[src/rtl/cpu_types_pkg.sv]
// Shared CPU types: register-field width and the pipeline controller state.
package cpu_types_pkg;

  localparam int REG_W = 5;

  typedef logic [REG_W-1:0] regbits_t;

  typedef enum logic [1:0] {
    RUN     = 2'd0,
    MEMWAIT = 2'd1,
    DRAIN   = 2'd2,
    HALTED  = 2'd3
  } ctrl_state_t;

endpackage

[src/rtl/hazard_detect.sv]
// Load-use hazard comparator: the EX-stage load writes a register that the
// ID-stage instruction reads. Register 0 is hardwired and never a hazard.
module hazard_detect
  import cpu_types_pkg::*;
(
  input  logic     idex_dREN_i,
  input  regbits_t idex_rt_i,
  input  regbits_t ifid_rs_i,
  input  regbits_t ifid_rt_i,
  output logic     loaduse_o
);

  // Pure compare; no state.
  always_comb begin
    loaduse_o = idex_dREN_i && (idex_rt_i != '0) &&
                ((idex_rt_i == ifid_rs_i) || (idex_rt_i == ifid_rt_i));
  end

endmodule

[src/rtl/pipeline_ctrl.sv]
// Hazard and sequencing controller for the 5-stage pipeline: drives latch
// enable/nop pairs and the PC write enable, sequences halt, and keeps
// saturating stall/flush counters.
module pipeline_ctrl
  import cpu_types_pkg::*;
#(
  parameter int CNT_W = 16
) (
  input  logic             CLK,
  input  logic             RST,
  input  logic             ihit,
  input  logic             dhit,
  input  logic             exmem_dREN,
  input  logic             exmem_dWEN,
  input  logic             exmem_pcsrc,
  input  logic             exmem_halt,
  input  logic             idex_dREN,
  input  regbits_t         idex_rt,
  input  regbits_t         ifid_rs,
  input  regbits_t         ifid_rt,
  output logic             pc_en,
  output logic             ifid_enable,
  output logic             idex_enable,
  output logic             exmem_enable,
  output logic             memwb_enable,
  output logic             ifid_nop,
  output logic             idex_nop,
  output logic             exmem_nop,
  output logic             memwb_nop,
  output logic             halt,
  output logic [CNT_W-1:0] stall_cnt,
  output logic [CNT_W-1:0] flush_cnt
);

  ctrl_state_t      state_q, state_d;
  logic [CNT_W-1:0] stall_cnt_q, stall_cnt_d;
  logic [CNT_W-1:0] flush_cnt_q, flush_cnt_d;
  logic             loaduse;
  logic             memreq;
  logic             stall_evt;
  logic             flush_evt;

  hazard_detect u_hazard_detect (
    .idex_dREN_i (idex_dREN),
    .idex_rt_i   (idex_rt),
    .ifid_rs_i   (ifid_rs),
    .ifid_rt_i   (ifid_rt),
    .loaduse_o   (loaduse)
  );

  assign memreq = exmem_dREN | exmem_dWEN;

  // Next state and control outputs; RUN and MEMWAIT share one priority chain.
  always_comb begin
    // NOTE: every output gets a default before any branch so no latch is inferred.
    state_d      = state_q;
    pc_en        = 1'b1;
    ifid_enable  = 1'b1;
    idex_enable  = 1'b1;
    exmem_enable = 1'b1;
    memwb_enable = 1'b1;
    ifid_nop     = 1'b0;
    idex_nop     = 1'b0;
    exmem_nop    = 1'b0;
    memwb_nop    = 1'b0;
    halt         = 1'b0;
    stall_evt    = 1'b0;
    flush_evt    = 1'b0;

    if (RST) begin
      pc_en        = 1'b0;
      ifid_enable  = 1'b0;
      idex_enable  = 1'b0;
      exmem_enable = 1'b0;
      memwb_enable = 1'b0;
      ifid_nop     = 1'b1;
      idex_nop     = 1'b1;
      exmem_nop    = 1'b1;
      memwb_nop    = 1'b1;
      state_d      = RUN;
    end else begin
      unique case (state_q)
        RUN, MEMWAIT: begin
          state_d = RUN;
          if (memreq && !dhit) begin
            // Data-memory wait freezes everything upstream of MEM.
            pc_en        = 1'b0;
            ifid_enable  = 1'b0;
            idex_enable  = 1'b0;
            exmem_enable = 1'b0;
            memwb_nop    = 1'b1;
            state_d      = MEMWAIT;
          end else if (exmem_halt) begin
            pc_en     = 1'b0;
            ifid_nop  = 1'b1;
            idex_nop  = 1'b1;
            exmem_nop = 1'b1;
            state_d   = DRAIN;
          end else if (exmem_pcsrc) begin
            ifid_nop  = 1'b1;
            idex_nop  = 1'b1;
            exmem_nop = 1'b1;
            flush_evt = 1'b1;
          end else if (loaduse) begin
            pc_en       = 1'b0;
            ifid_enable = 1'b0;
            idex_nop    = 1'b1;
          end else if (!ihit) begin
            pc_en    = 1'b0;
            ifid_nop = 1'b1;
          end
          stall_evt = !pc_en;
        end
        DRAIN: begin
          pc_en     = 1'b0;
          ifid_nop  = 1'b1;
          idex_nop  = 1'b1;
          exmem_nop = 1'b1;
          memwb_nop = 1'b1;
          state_d   = HALTED;
        end
        HALTED: begin
          pc_en        = 1'b0;
          ifid_enable  = 1'b0;
          idex_enable  = 1'b0;
          exmem_enable = 1'b0;
          memwb_enable = 1'b0;
          halt         = 1'b1;
        end
        default: state_d = RUN;
      endcase
    end
  end

  // Saturating performance counters: hold at all-ones instead of wrapping.
  always_comb begin
    stall_cnt_d = stall_cnt_q;
    flush_cnt_d = flush_cnt_q;
    if (stall_evt && (stall_cnt_q != '1)) stall_cnt_d = stall_cnt_q + CNT_W'(1);
    if (flush_evt && (flush_cnt_q != '1)) flush_cnt_d = flush_cnt_q + CNT_W'(1);
  end

  // State and counter registers with synchronous reset.
  always_ff @(posedge CLK) begin
    // NOTE: non-blocking assignments so every register samples pre-edge values.
    if (RST) begin
      state_q     <= RUN;
      stall_cnt_q <= '0;
      flush_cnt_q <= '0;
    end else begin
      state_q     <= state_d;
      stall_cnt_q <= stall_cnt_d;
      flush_cnt_q <= flush_cnt_d;
    end
  end

  assign stall_cnt = stall_cnt_q;
  assign flush_cnt = flush_cnt_q;

endmodule

[config.mk]
export PLATFORM = sky130hd
export DESIGN_NAME = pipeline_ctrl
export DESIGN_NICKNAME = d
export VERILOG_FILES = /design/src/rtl/cpu_types_pkg.sv /design/src/rtl/hazard_detect.sv /design/src/rtl/pipeline_ctrl.sv
export SDC_FILE = /design/constraint.sdc
export NUM_CORES = 1
export LEC_CHECK = 0
export CORE_ASPECT_RATIO = 1.4
export CORE_UTILIZATION = 48
export CTS_CLUSTER_DIAMETER = 50
export DETAILED_ROUTE_END_ITERATION = 16
export GPL_ROUTABILITY_DRIVEN = 0
export PLACE_DENSITY = 0.87
export SYNTH_ARGS = -nofsm -noshare
export SYNTH_HDL_FRONTEND = slang
export SYNTH_SLANG_ARGS = --single-unit
[constraint.sdc]
create_clock -name CLK -period 4.8 [get_ports CLK]
set_clock_uncertainty 0.05 [all_clocks]
set_input_delay 0.96 -clock CLK [delete_from_list [all_inputs] [get_ports CLK]]
set_output_delay 0.96 -clock CLK [all_outputs]
set_load 0.02 [all_outputs]
# == Word-level counts from Yosys, hierarchy flattened ==
# Cells that the tools add are included.
# word_totals
reg_bits,34
inputBits,24
wordCells,78
# op_classes
add_sub_neg,2
n_eq_ne,7
mux,52
n_bitwise,1
n_reduce_logical,13
# op_table
op,n
two-way mux 1 bit,42
"adder 16 x 1 -> 16 bit, second input constant",2
"inequality test 16 bit, second input constant",2
one-hot mux 1 bit (2 select lines),7
== test 5 bit,2
logical AND 1 bit,5
nonzero test 5 bit,1
"== test 2 bit, second input constant",2
two-way mux 2 bit,2
one-hot mux 2 bit (2 select lines),1
OR reduction 2 bit,2
"== test 2 x 1 -> 1 bit, second input constant",1
zero test 1 bit,2
zero test 2 bit,1
nonzero test 2 bit,1
logical OR 1 bit,1
bitwise OR 1 bit,1

# == Depth between registers and ports, before layout ==
# Gate-level depths: netlist of run 1.
# logic_depth
word_depth,13
ltp_mapped,8

# == Cells and area by module ==
# Synthesis of run 1 repeated with hierarchy kept, for this count alone.
# unflattened
hier_cells,229
area_unflattened_um2,1931.9
# by_module_without_submodules
mod,n_inst,cells_each,area_each_um2,seq_area_each_um2
pipeline_ctrl,1,212,1806.7,680.7
hazard_detect,1,17,125.1,0.0

# == Worst setup path before layout of run 1 ==
# Ideal clock, no wire load.
# synth_path
path_kind,input-to-output
startpoint,input idex_rt[0]
endpoint,output ifid_nop
t_arrival_ns,2.378
required_time_ns,3.790
slack_ns,1.412
stages,5
cell_sequence,or4_1 -> o21ai_1 -> nand2b_1 -> a21boi_0 -> o21ai_0
# synth_via
elab_chain_cells,9
elab_cells_between_ends,12
cone_classes,eq/ne (2); mux (6); reduce/logical (4)
# synth_rtl
element,line,source
start: declaration,pipeline_ctrl.sv:18,"input regbits_t idex_rt,"
== test 5 bit or nonzero test 5 bit (tied branches),"hazard_detect.sv:16, hazard_detect.sv:15",
logical OR 1 bit or logical AND 1 bit (tied branches),"hazard_detect.sv:16, hazard_detect.sv:15",
logical AND 1 bit *,hazard_detect.sv:15,loaduse_o = idex_dREN_i && (idex_rt_i != '0) &&
two-way mux 1 bit *,pipeline_ctrl.sv:104,end else if (loaduse) begin
two-way mux 1 bit *,pipeline_ctrl.sv:99,end else if (exmem_pcsrc) begin
two-way mux 1 bit *,pipeline_ctrl.sv:93,end else if (exmem_halt) begin
two-way mux 1 bit *,pipeline_ctrl.sv:85,if (memreq && !dhit) begin
one-hot mux 1 bit (2 select lines) *,pipeline_ctrl.sv:82,unique case (state_q)
two-way mux 1 bit *,pipeline_ctrl.sv:70,if (RST) begin
end: declaration,pipeline_ctrl.sv:26,"output logic ifid_nop,"
# Mark *: on every way between the ends. The rest lies on a longest branch, timed or not.

# == Worst setup path after layout of run 1 ==
# layout_path
startpoint,input idex_rt[3]
endpoint,output ifid_nop
# Same word-level chain as after synthesis.

==> results of run 1 <==
## area by class of cell
type | instances | area (µm²) | share of cell area, %
Sequential cell | 34 | 680.7 | 25.83
Clock inverter | 2 | 12.51 | 0.4748
Tap cell | 42 | 52.55 | 1.994
Clock buffer | 6 | 82.58 | 3.134
Inverter | 8 | 30.03 | 1.140
Multi-Input combinational cell | 180 | 1119 | 42.45
Timing Repair Buffer | 66 | 658.1 | 24.98
## power by group through the flow
| stage | Sequential (µW) | Combinational, µW | Clock (µW) |
|---|---|---|---|
| 2_1_floorplan | 298 | 50.5 | 0 |
| 5_1_grt | 292 | 102 | 241 |
| 4_1_cts | 291 | 95.8 | 229 |
| 3_3_place_gp | 297 | 93.1 | 0 |
| 6_report | 291 | 95.2 | 224 |
| 3_5_place_dp | 297 | 94.9 | 0 |
## routing by layer
| layer | GRT usage, % | vias up | part of all wire (%) |
|---|---|---|---|
| met2 | 44.58 | 45 | 56 |
| met1 | 23.98 | 898 | 39 |
| met3 | 5.788 | 6 | 3.8 |
| li1 | - | 965 | - |
| met5 | 0 | - | 0 |
| met4 | 7.250 | 0 | 1.1 |
## cells in the mapped netlist (all sizes together) (4+ instances only)
| master | number |
|---|---|
| a21oi | 14 |
| buf | 5 |
| clkbuf | 4 |
| dfxtp | 34 |
| inv | 8 |
| nand2 | 17 |
| nand3 | 14 |
| nand4 | 7 |
| nor2 | 27 |
| nor3 | 4 |
| nor4 | 6 |
| o211ai | 4 |
| o21ai | 11 |
| o31ai | 6 |
| or3 | 8 |
| or4 | 7 |
| xnor2 | 17 |
| xor2 | 7 |
## worst min-delay path, cell delays in order, from the launching register on
cell and delay (ns):
dfxtp_1 0.34, o21ai_0 0.08, a21oi_1 0.06
## through the flow
| step | hold WS (ns) | area (µm²) | setup slack (ns) | instances |
|---|---|---|---|---|
| after floorplan | 0.5176 | 1889 | 1.412 | 232 |
| after global placement | 0.4418 | 2540 | 0.5709 | 330 |
| after detailed placement | 0.4579 | 2540 | 0.5444 | 330 |
| after CTS | 0.4695 | 2635 | 0.5330 | 338 |
| after global routing | 0.5053 | 2635 | 0.3771 | 338 |
| final | 0.4700 | 2635 | 0.5413 | 338 |
## flip-flops by register name, indices dropped and copies added, names as in the netlist
name / cells
state_q: 2
flush_cnt: 16
stall_cnt: 16
## worst max path at each step
| stage | endpoint | slack [ns] | cells past startpoint |
|---|---|---|---|
| after CTS | ifid_nop | 0.53 | 7 |
| after detailed placement | ifid_nop | 0.54 | 7 |
| after global placement | ifid_nop | 0.57 | 7 |
| after global routing | ifid_nop | 0.38 | 7 |
| after floorplan | ifid_nop | 1.41 | 5 |
| final | ifid_nop | 0.54 | 7 |
## cell families after synthesis
group | after synthesis | synth area share (%)
AND/OR/NAND/NOR | 102 | 27.55
AO/OA/AOI/OAI | 49 | 17.55
flip-flops | 34 | 36.03
XOR/XNOR | 24 | 11.13
buffers and inverters | 18 | 4.768
multiplexers | 3 | 1.656
adder cells (fa/ha/maj) | 2 | 1.324
==> flow_summary.json, run 1 <==
{
  "status": "complete, no violations",
  "antenna_found_initial": 0,
  "final_max_slew_viol_count": 0,
  "cts.sinks": 34,
  "rows": 26,
  "synth_cells": 232,
  "hp-start": "stall_cnt[8]$_SDFFE_PP0P_",
  "nets": 321,
  "path_common_cell": "clkdlybuf4s50_1",
  "tns_ns": 0,
  "htreeDepth": 2,
  "synthArstFlopShare_pct": 0,
  "vias": 1914,
  "clk_pin_slew_ns": 0.07,
  "ir_drop_uv": 220.9,
  "critPathRequiredTime_ns": 3.79,
  "crit_buf_inv": 2,
  "critical_path.top_delay_family": "buffers and inverters",
  "grt_max_degree": 23,
  "grt-ovfl-total": 0,
  "cpMaxStageDelayCell": "clkdlybuf4s50_1",
  "setup_viol_count_final": 0,
  "synth-seq-area-share_pct": 36.03,
  "diodes": 0,
  "layout_common_cells": "clkdlybuf4s50_1 (65), dfxtp_1 (34), nor2_1 (27), xnor2_1 (17), nand2_1 (17)",
  "yosysWarnings": 0,
  "postCtsSetupBuffers": 0,
  "grt_pass1_wl_um": 7514,
  "comb_power_share_pct": 15.6,
  "synth_area_per_cell_um2": 8.144,
  "via_per_inst": 5.663,
  "timing.rr.end": "stall_cnt[10]$_SDFFE_PP0P_",
  "clockRootBuffer": "clkbuf_8",
  "endpoint_kind": "output port",
  "fin_crit_ns": 4.259,
  "yosysTopAreaCell": "dfxtp_1",
  "final_common_cell": "clkdlybuf4s50_1",
  "maxCapViolations": 0,
  "r2r_cells": 7,
  "hold_end": "stall_cnt[8]$_SDFFE_PP0P_",
  "yosys_register_bits": 34,
  "max-slew-margin-rel_pct": 44.47,
  "fin_util_pct": 71.05,
  "ant_nets": 0,
  "syn_nets": 258,
  "crit_arrival_ns": 3.25,
  "drtIter0Drc": 31,
  "gr-usage-all-layers_pct": 23.87,
  "p_sw_uw": 161.9,
  "cts_resized": 0,
  "initial_utilization_pct": 50.94,
  "cp_slowest_stage_delay_ns": 0.63,
  "wl_per_cell_um": 13.70,
  "fp.dieH_um": 76.23,
  "clock_path_buffers": 2,
  "synth_edf_count": 0,
  "leakagePower_uw": 0.0008414,
  "dieArea_mm2": 0.004195,
  "pwr_density_cell_mw_per_mm2": 231.6,
  "yosys_most_used_dff": "dfxtp_1",
  "syn_to_final_growth_pct": 39.47,
  "io_buffers": 65,
  "core_area_mm2": 0.003709,
  "rsz0062_at_grt": "no",
  "post-route-period-util_pct": 88.72,
  "tightestPinTransition_ns": 0.8303,
  "p_seq_share_pct": 47.7,
  "grt_pass1_vias": 1753,
  "routed_wl_um": 4632,
  "r2r_setup_slack_ns": 2.06,
  "nFillCells": 324,
  "fp.dieW_um": 55.03,
  "cts_tree": "built",
  "ios": 66,
  "ctsHoldBuffers": 0,
  "layout-drive-gt1-share_pct": 5.743,
  "crit_chain": "clkdlybuf4s50_1 -> or4_1 -> o21ai_1 -> nand2b_1 -> a21boi_0 -> o21ai_0 -> clkdlybuf4s50_1",
  "holdPathStages": 2,
  "hold_class": "flip-flop to flip-flop",
  "finalPower_uw": 610.2,
  "synth_top_area_share_pct": 36.03,
  "fmax_ghz": 0.2348,
  "drc": 0,
  "internal_power_uw": 448.3,
  "ys_types": 47,
  "syn_area_mm2": 0.001889,
  "cp-start-kind": "input pin",
  "r2r-start": "stall_cnt[0]$_SDFFE_PP0P_",
  "cts_buffers": 5,
  "finalHoldViolCount": 0,
  "pwr-share-clk_pct": 36.7,
  "crit_path_max_fanout": 4,
  "drtPass1Iterations": 4,
  "hpwl_um": 3371,
  "critPathKind": "input pin to output port",
  "swShare_pct": 26.53,
  "synth.area.top_cells": "dfxtp_1 (36%), xnor2_1 (7.9%), nor2_1 (5.4%)",
  "clock_latency_ns": 0.29,
  "cp-startpoint": "idex_rt[3]"
}
No activity file was read; power rests on OpenSTA's default activity.
==> inputs of run 2 (changes only) <==
--- a/config.mk
+++ b/config.mk
@@ -5,12 +5,15 @@
 export SDC_FILE = /design/constraint.sdc
 export NUM_CORES = 1
 export LEC_CHECK = 0
+export CELL_PAD_IN_SITES_DETAIL_PLACEMENT = 0
+export CELL_PAD_IN_SITES_GLOBAL_PLACEMENT = 1
 export CORE_ASPECT_RATIO = 1.4
-export CORE_UTILIZATION = 48
+export CORE_UTILIZATION = 35
 export CTS_CLUSTER_DIAMETER = 50
 export DETAILED_ROUTE_END_ITERATION = 16
 export GPL_ROUTABILITY_DRIVEN = 0
-export PLACE_DENSITY = 0.87
+export PLACE_DENSITY = 0.89
+export SKIP_LAST_GASP = 1
 export SYNTH_ARGS = -nofsm -noshare
 export SYNTH_HDL_FRONTEND = slang
 export SYNTH_SLANG_ARGS = --single-unit
==> run 2 against run 1 <==
Via count is 0.89% lower. Setup slack worse by 0.031 ns. Worst hold slack worse by 0.016 ns. Wire length grew 2.9%. Critical path type unchanged. Largest cell class unchanged. Highest routed layer unchanged.
==> flow_summary.json, run 2 (synthesized netlist as in run 1, its figures left out) <==
{
  "postCtsSetupBuffers": 0,
  "layout_common_cells": "clkdlybuf4s50_1 (65), dfxtp_1 (34), nor2_1 (27), xnor2_1 (17), nand2_1 (17)",
  "placed_cell_area_mm2": 0.002570,
  "nets": 321,
  "vias": 1897,
  "wl_per_cell_um": 13.20,
  "drtIter0Drc": 73,
  "multiInputGateArea_mm2": 0.001119,
  "setup_viol_count_final": 0,
  "r2r_cells": 7,
  "dieArea_mm2": 0.005700,
  "grt_pass1_wl_um": 7679,
  "initial_utilization_pct": 36.35,
  "drc": 0,
  "max-slew-margin-rel_pct": 42.57,
  "clock_path_buffers": 2,
  "hpwl_um": 3555,
  "final_common_cell": "clkdlybuf4s50_1",
  "rows": 31,
  "core_area_mm2": 0.005197,
  "ir_drop_uv": 154.5,
  "tns_ns": 0,
  "via_per_inst": 5.255,
  "endpoint_kind": "output port",
  "ctsHoldBuffers": 0,
  "r2r_setup_slack_ns": 2.07,
  "grt_pass1_vias": 1756,
  "clock_latency_ns": 0.28,
  "fin_util_pct": 51.61,
  "final_cell_area_mm2": 0.002683,
  "dpl.cell_count": 354,
  "fin_cells": 361,
  "clk_pin_slew_ns": 0.07,
  "pwr_density_cell_mw_per_mm2": 243.4,
  "ant_nets": 0,
  "crit_path_max_fanout": 4,
  "post-route-period-util_pct": 89.37,
  "r2r-start": "stall_cnt[0]$_SDFFE_PP0P_",
  "cp-start-kind": "input pin",
  "maxCapViolations": 0,
  "io_buffers": 65,
  "gr-usage-all-layers_pct": 17.09,
  "cp-startpoint": "idex_rt[0]",
  "fp.dieH_um": 88.93,
  "htreeDepth": 2,
  "clockRootBuffer": "clkbuf_8",
  "fmax_ghz": 0.2331,
  "ios": 66,
  "fin_crit_ns": 4.290,
  "status": "complete, no violations",
  "hold_class": "flip-flop to flip-flop",
  "critPathKind": "input pin to output port",
  "cts_tree": "built",
  "grt-ovfl-total": 0,
  "finalHoldViolCount": 0,
  "leakagePower_uw": 0.0008515,
  "cts_buffers": 5,
  "crit_arrival_ns": 3.28,
  "timing.rr.end": "stall_cnt[10]$_SDFFE_PP0P_",
  "fp.dieW_um": 64.10,
  "seqCellArea_um2": 680.7,
  "critPathRequiredTime_ns": 3.79,
  "endpoint": "ifid_nop",
  "cts_resized": 0,
  "antenna_found_initial": 0,
  "final_max_slew_viol_count": 0,
  "cts.sinks": 34,
  "grt_max_degree": 23,
  "syn_to_final_growth_pct": 41.99,
  "rsz0062_at_grt": "no",
  "tightestPinTransition_ns": 0.8587,
  "diodes": 0,
  "routed_wl_um": 4765,
  "layout-drive-gt1-share_pct": 5.424,
  "drtPass1Iterations": 4,
  "nFillCells": 537
}
==> run 2: cell count changes in the layout (fill, tap and decap cells not counted), sizes merged <==
cell	previous run	this run
clkinvlp	1	0
bufinv	0	1
clkinv	1	0
==> run 2: layer usage <==
layer	up-vias	part of all wire, %	GRT usage (%)
met5	-	0	0
met1	872	42	17.58
met2	47	52	33.17
li1	966	-	-
met3	12	3.8	4.082
met4	0	2.1	6.667
==> run 2: worst min-delay path by stage <==
stage | from | to | slack [ns] | cells past startpoint
global route | stall_cnt[7]$_SDFFE_PP0P_ | stall_cnt[7]$_SDFFE_PP0P_ | 0.50 | 2
detailed placement | stall_cnt[8]$_SDFFE_PP0P_ | stall_cnt[8]$_SDFFE_PP0P_ | 0.45 | 2
floorplan | stall_cnt[8]$_SDFFE_PP0P_ | stall_cnt[8]$_SDFFE_PP0P_ | 0.52 | 2
finish | stall_cnt[8]$_SDFFE_PP0P_ | stall_cnt[8]$_SDFFE_PP0P_ | 0.45 | 2
CTS | stall_cnt[8]$_SDFFE_PP0P_ | stall_cnt[8]$_SDFFE_PP0P_ | 0.46 | 2
global placement | stall_cnt[8]$_SDFFE_PP0P_ | stall_cnt[8]$_SDFFE_PP0P_ | 0.44 | 2
==> run 2: where the power goes <==
part	switching, µW	leakage, µW	internal, µW
clock network	101	0.0000573	166
registers	5.75	0.000275	285
logic	47.0	0.000520	47.5
total	154	0.000852	499
==> run 2: stage by stage <==
step	hold slack, ns	setup slack [ns]	total power, µW
2_1_floorplan	0.5176	1.412	348.5
3_3_place_gp	0.4405	0.5406	391.7
3_5_place_dp	0.4508	0.5159	392.7
4_1_cts	0.4626	0.5056	662.5
5_1_grt	0.4964	0.4374	682.9
6_report	0.4535	0.5103	652.9
==> run 2: layout make-up <==
type | instances | area share, %
multi-input cells | 180 | 41.70
clock buffers | 6 | 3.078
well taps | 66 | 3.078
flip-flops and latches | 34 | 25.37
inverters | 8 | 1.119
repair buffers | 66 | 24.53
clock inverters | 1 | 1.119
==> run 2: worst max-delay path, cell delays in order <==
cell,delay (ns)
clkdlybuf4s50_1,0.46
or4_1,0.54
o21ai_1,0.21
nand2b_1,0.21
a21boi_0,0.10
o21ai_0,0.16
clkdlybuf4s50_1,0.63
==> inputs of run 3 (changes only) <==
--- a/config.mk
+++ b/config.mk
@@ -8,11 +8,11 @@
 export CELL_PAD_IN_SITES_DETAIL_PLACEMENT = 0
 export CELL_PAD_IN_SITES_GLOBAL_PLACEMENT = 1
 export CORE_ASPECT_RATIO = 1.4
-export CORE_UTILIZATION = 35
+export CORE_UTILIZATION = 29
 export CTS_CLUSTER_DIAMETER = 50
 export DETAILED_ROUTE_END_ITERATION = 16
 export GPL_ROUTABILITY_DRIVEN = 0
-export PLACE_DENSITY = 0.89
+export PLACE_DENSITY = 0.79
 export SKIP_LAST_GASP = 1
 export SYNTH_ARGS = -nofsm -noshare
 export SYNTH_HDL_FRONTEND = slang
==> constraint.sdc (replaced) <==
create_clock -name CLK -period 3.61 [get_ports CLK]
set_clock_uncertainty 0.05 [all_clocks]
set_input_delay 0.722 -clock CLK [delete_from_list [all_inputs] [get_ports CLK]]
set_output_delay 0.722 -clock CLK [all_outputs]
set_load 0.02 [all_outputs]
==> run 3 against run 2 <==
Power grew 26%. Sequential power increased by 33%. Largest cell class unchanged. Cell count is 4.7% higher. Die area is 20% higher. Setup slack worse by 0.36 ns. Largest power group unchanged. Register-to-register slack got worse by 0.86 ns. Clock-buffer cell count unchanged. Design area is 2.4% higher.
==> flow_summary.json, run 3 (synthesized netlist as in run 1, its figures left out) <==
{
  "cts_buffers": 5,
  "pwr_density_cell_mw_per_mm2": 298.8,
  "ir_drop_uv": 227.7,
  "clock_path_buffers": 2,
  "fin_util_pct": 43.94,
  "diodes": 0,
  "hpwl_um": 3701,
  "grt_pass1_vias": 1892,
  "timing.rr.end": "stall_cnt[1]$_SDFFE_PP0P_",
  "core_area_mm2": 0.006254,
  "endpoint_kind": "output port",
  "cpMaxStageDelayCell": "clkdlybuf4s50_1",
  "cts_tree": "built",
  "routed_wl_um": 4891,
  "drc": 0,
  "clockRootBuffer": "clkbuf_8",
  "fp.dieW_um": 70.22,
  "tightestPinTransition_ns": 0.4824,
  "layout_common_cells": "clkdlybuf4s50_1 (61), dfxtp_1 (34), nor2_1 (27), xnor2_1 (17), nand2_1 (17)",
  "path_common_cell": "buf_4",
  "via_per_inst": 5.130,
  "initial_utilization_pct": 30.21,
  "crit_arrival_ns": 2.68,
  "antenna_found_initial": 0,
  "cp_slowest_stage_delay_ns": 0.43,
  "grt-ovfl-total": 0,
  "status": "complete, no violations",
  "hold_end": "stall_cnt[8]$_SDFFE_PP0P_",
  "grt_max_degree": 19,
  "clock_latency_ns": 0.29,
  "drtIter0Drc": 61,
  "holdPathStages": 2,
  "crit_chain": "clkdlybuf4s50_1 -> buf_4 -> xnor2_1 -> nand3_1 -> o22ai_1 -> nand2b_1 -> buf_4 -> o41a_1 -> dlygate4sd2_1",
  "setup_viol_count_final": 0,
  "vias": 1939,
  "cp-start-kind": "input pin",
  "io_buffers": 65,
  "r2r-start": "stall_cnt[0]$_SDFFE_PP0P_",
  "crit_path_max_fanout": 4,
  "postCtsSetupBuffers": 0,
  "drtPass1Iterations": 4,
  "gr-usage-all-layers_pct": 14.74,
  "placed_cell_area_mm2": 0.002653,
  "rows": 34,
  "dpl.cell_count": 370,
  "fp.dieH_um": 97.50,
  "hp-start": "stall_cnt[8]$_SDFFE_PP0P_",
  "finalHoldViolCount": 0,
  "post-route-period-util_pct": 95.70,
  "dieArea_mm2": 0.006846,
  "wl_per_cell_um": 12.94,
  "leakagePower_uw": 0.0009010,
  "clk_pin_slew_ns": 0.07,
  "fin_crit_ns": 3.455,
  "tns_ns": 0,
  "critPathRequiredTime_ns": 2.84,
  "grt_pass1_wl_um": 8314,
  "r2r_cells": 8,
  "r2r_setup_slack_ns": 1.21,
  "fmax_ghz": 0.2894,
  "ios": 66,
  "syn_to_final_growth_pct": 45.43,
  "hold_class": "flip-flop to flip-flop",
  "final_cell_area_mm2": 0.002748,
  "rsz0062_at_grt": "no",
  "final_common_cell": "clkdlybuf4s50_1",
  "cts.sinks": 34,
  "htreeDepth": 2,
  "max-slew-margin-rel_pct": 67.55,
  "maxCapViolations": 0,
  "final_max_slew_viol_count": 0,
  "layout-drive-gt1-share_pct": 8.824,
  "fin_cells": 378,
  "critPathKind": "input pin to output port",
  "ant_nets": 0,
  "nets": 331
}
## run 3: changes by cell type in the layout (fill, tap and decap cells not counted), sizes merged
cell,previous run,this run
buf,1,11
clkinvlp,0,1
dlymetal6s2s,0,1
bufinv,1,0
clkinv,0,1
dlygate4sd2,0,2
clkdlybuf4s15,0,1
clkdlybuf4s50,65,61
## run 3: what timing repair did
action,in CTS,in global routing
resized for setup,3,2
endpoints found under the setup margin,3,2
hold buffers,0,0
gates cloned,0,0
## run 3: power by group
group	leakage, µW	switching (µW)	internal, µW
registers	0.000275	7.52	379
logic	0.000579	64.7	68.8
clock network	0.0000472	147	153
## run 3: metrics by stage
stage | total power [µW] | worst slack (ns) | hold slack [ns]
after floorplan | 463.4 | 0.6977 | 0.5176
after global placement | 531.1 | -0.07665 | 0.4435
after detailed placement | 532.2 | -0.1190 | 0.4537
after CTS | 829.7 | 0.1384 | 0.4664
after global routing | 853.3 | 0.007726 | 0.5108
final | 821.0 | 0.1551 | 0.4605
## run 3: worst max-delay path, delay by kind of cell
| kind | cells | cell delay [ns] |
|---|---|---|
| and+or+nand+nor | 2 | 0.23 |
| buffers and inverters | 4 | 1.06 |
| xor gates and xnor gates | 1 | 0.15 |
| AOI/OAI and AO/OA | 2 | 0.52 |
## run 3: how the worst max path moves through the flow
stage | start | to | slack [ns] | cells past startpoint
2_1_floorplan | idex_rt[0] | ifid_nop | 0.70 | 5
3_3_place_gp | idex_rt[2] | ifid_nop | -0.08 | 7
3_5_place_dp | idex_rt[2] | ifid_nop | -0.12 | 7
4_1_cts | idex_rt[3] | ifid_enable | 0.14 | 9
5_1_grt | idex_rt[3] | ifid_enable | 0.008 | 9
6_report | idex_rt[3] | ifid_enable | 0.16 | 9
## run 3: layout make-up
cell class / instances / area [µm²]
clock buffers: 6 / 82.58
repair buffers: 76 / 733.2
inverters: 8 / 30.03
multi-input cells: 180 / 1119
well taps: 72 / 90.09
clock inverters: 2 / 12.51
fillers: 632 / 3506
flip-flops and latches: 34 / 680.7
## run 3: routing by layer
metal / share of wire [%] / track usage (%) / routed length, µm
met5: 0 / 0 / 0
met4: 1.5 / 4.154 / 72
met3: 4.1 / 3.838 / 202
met2: 52 / 27.22 / 2536
met1: 43 / 16.24 / 2080
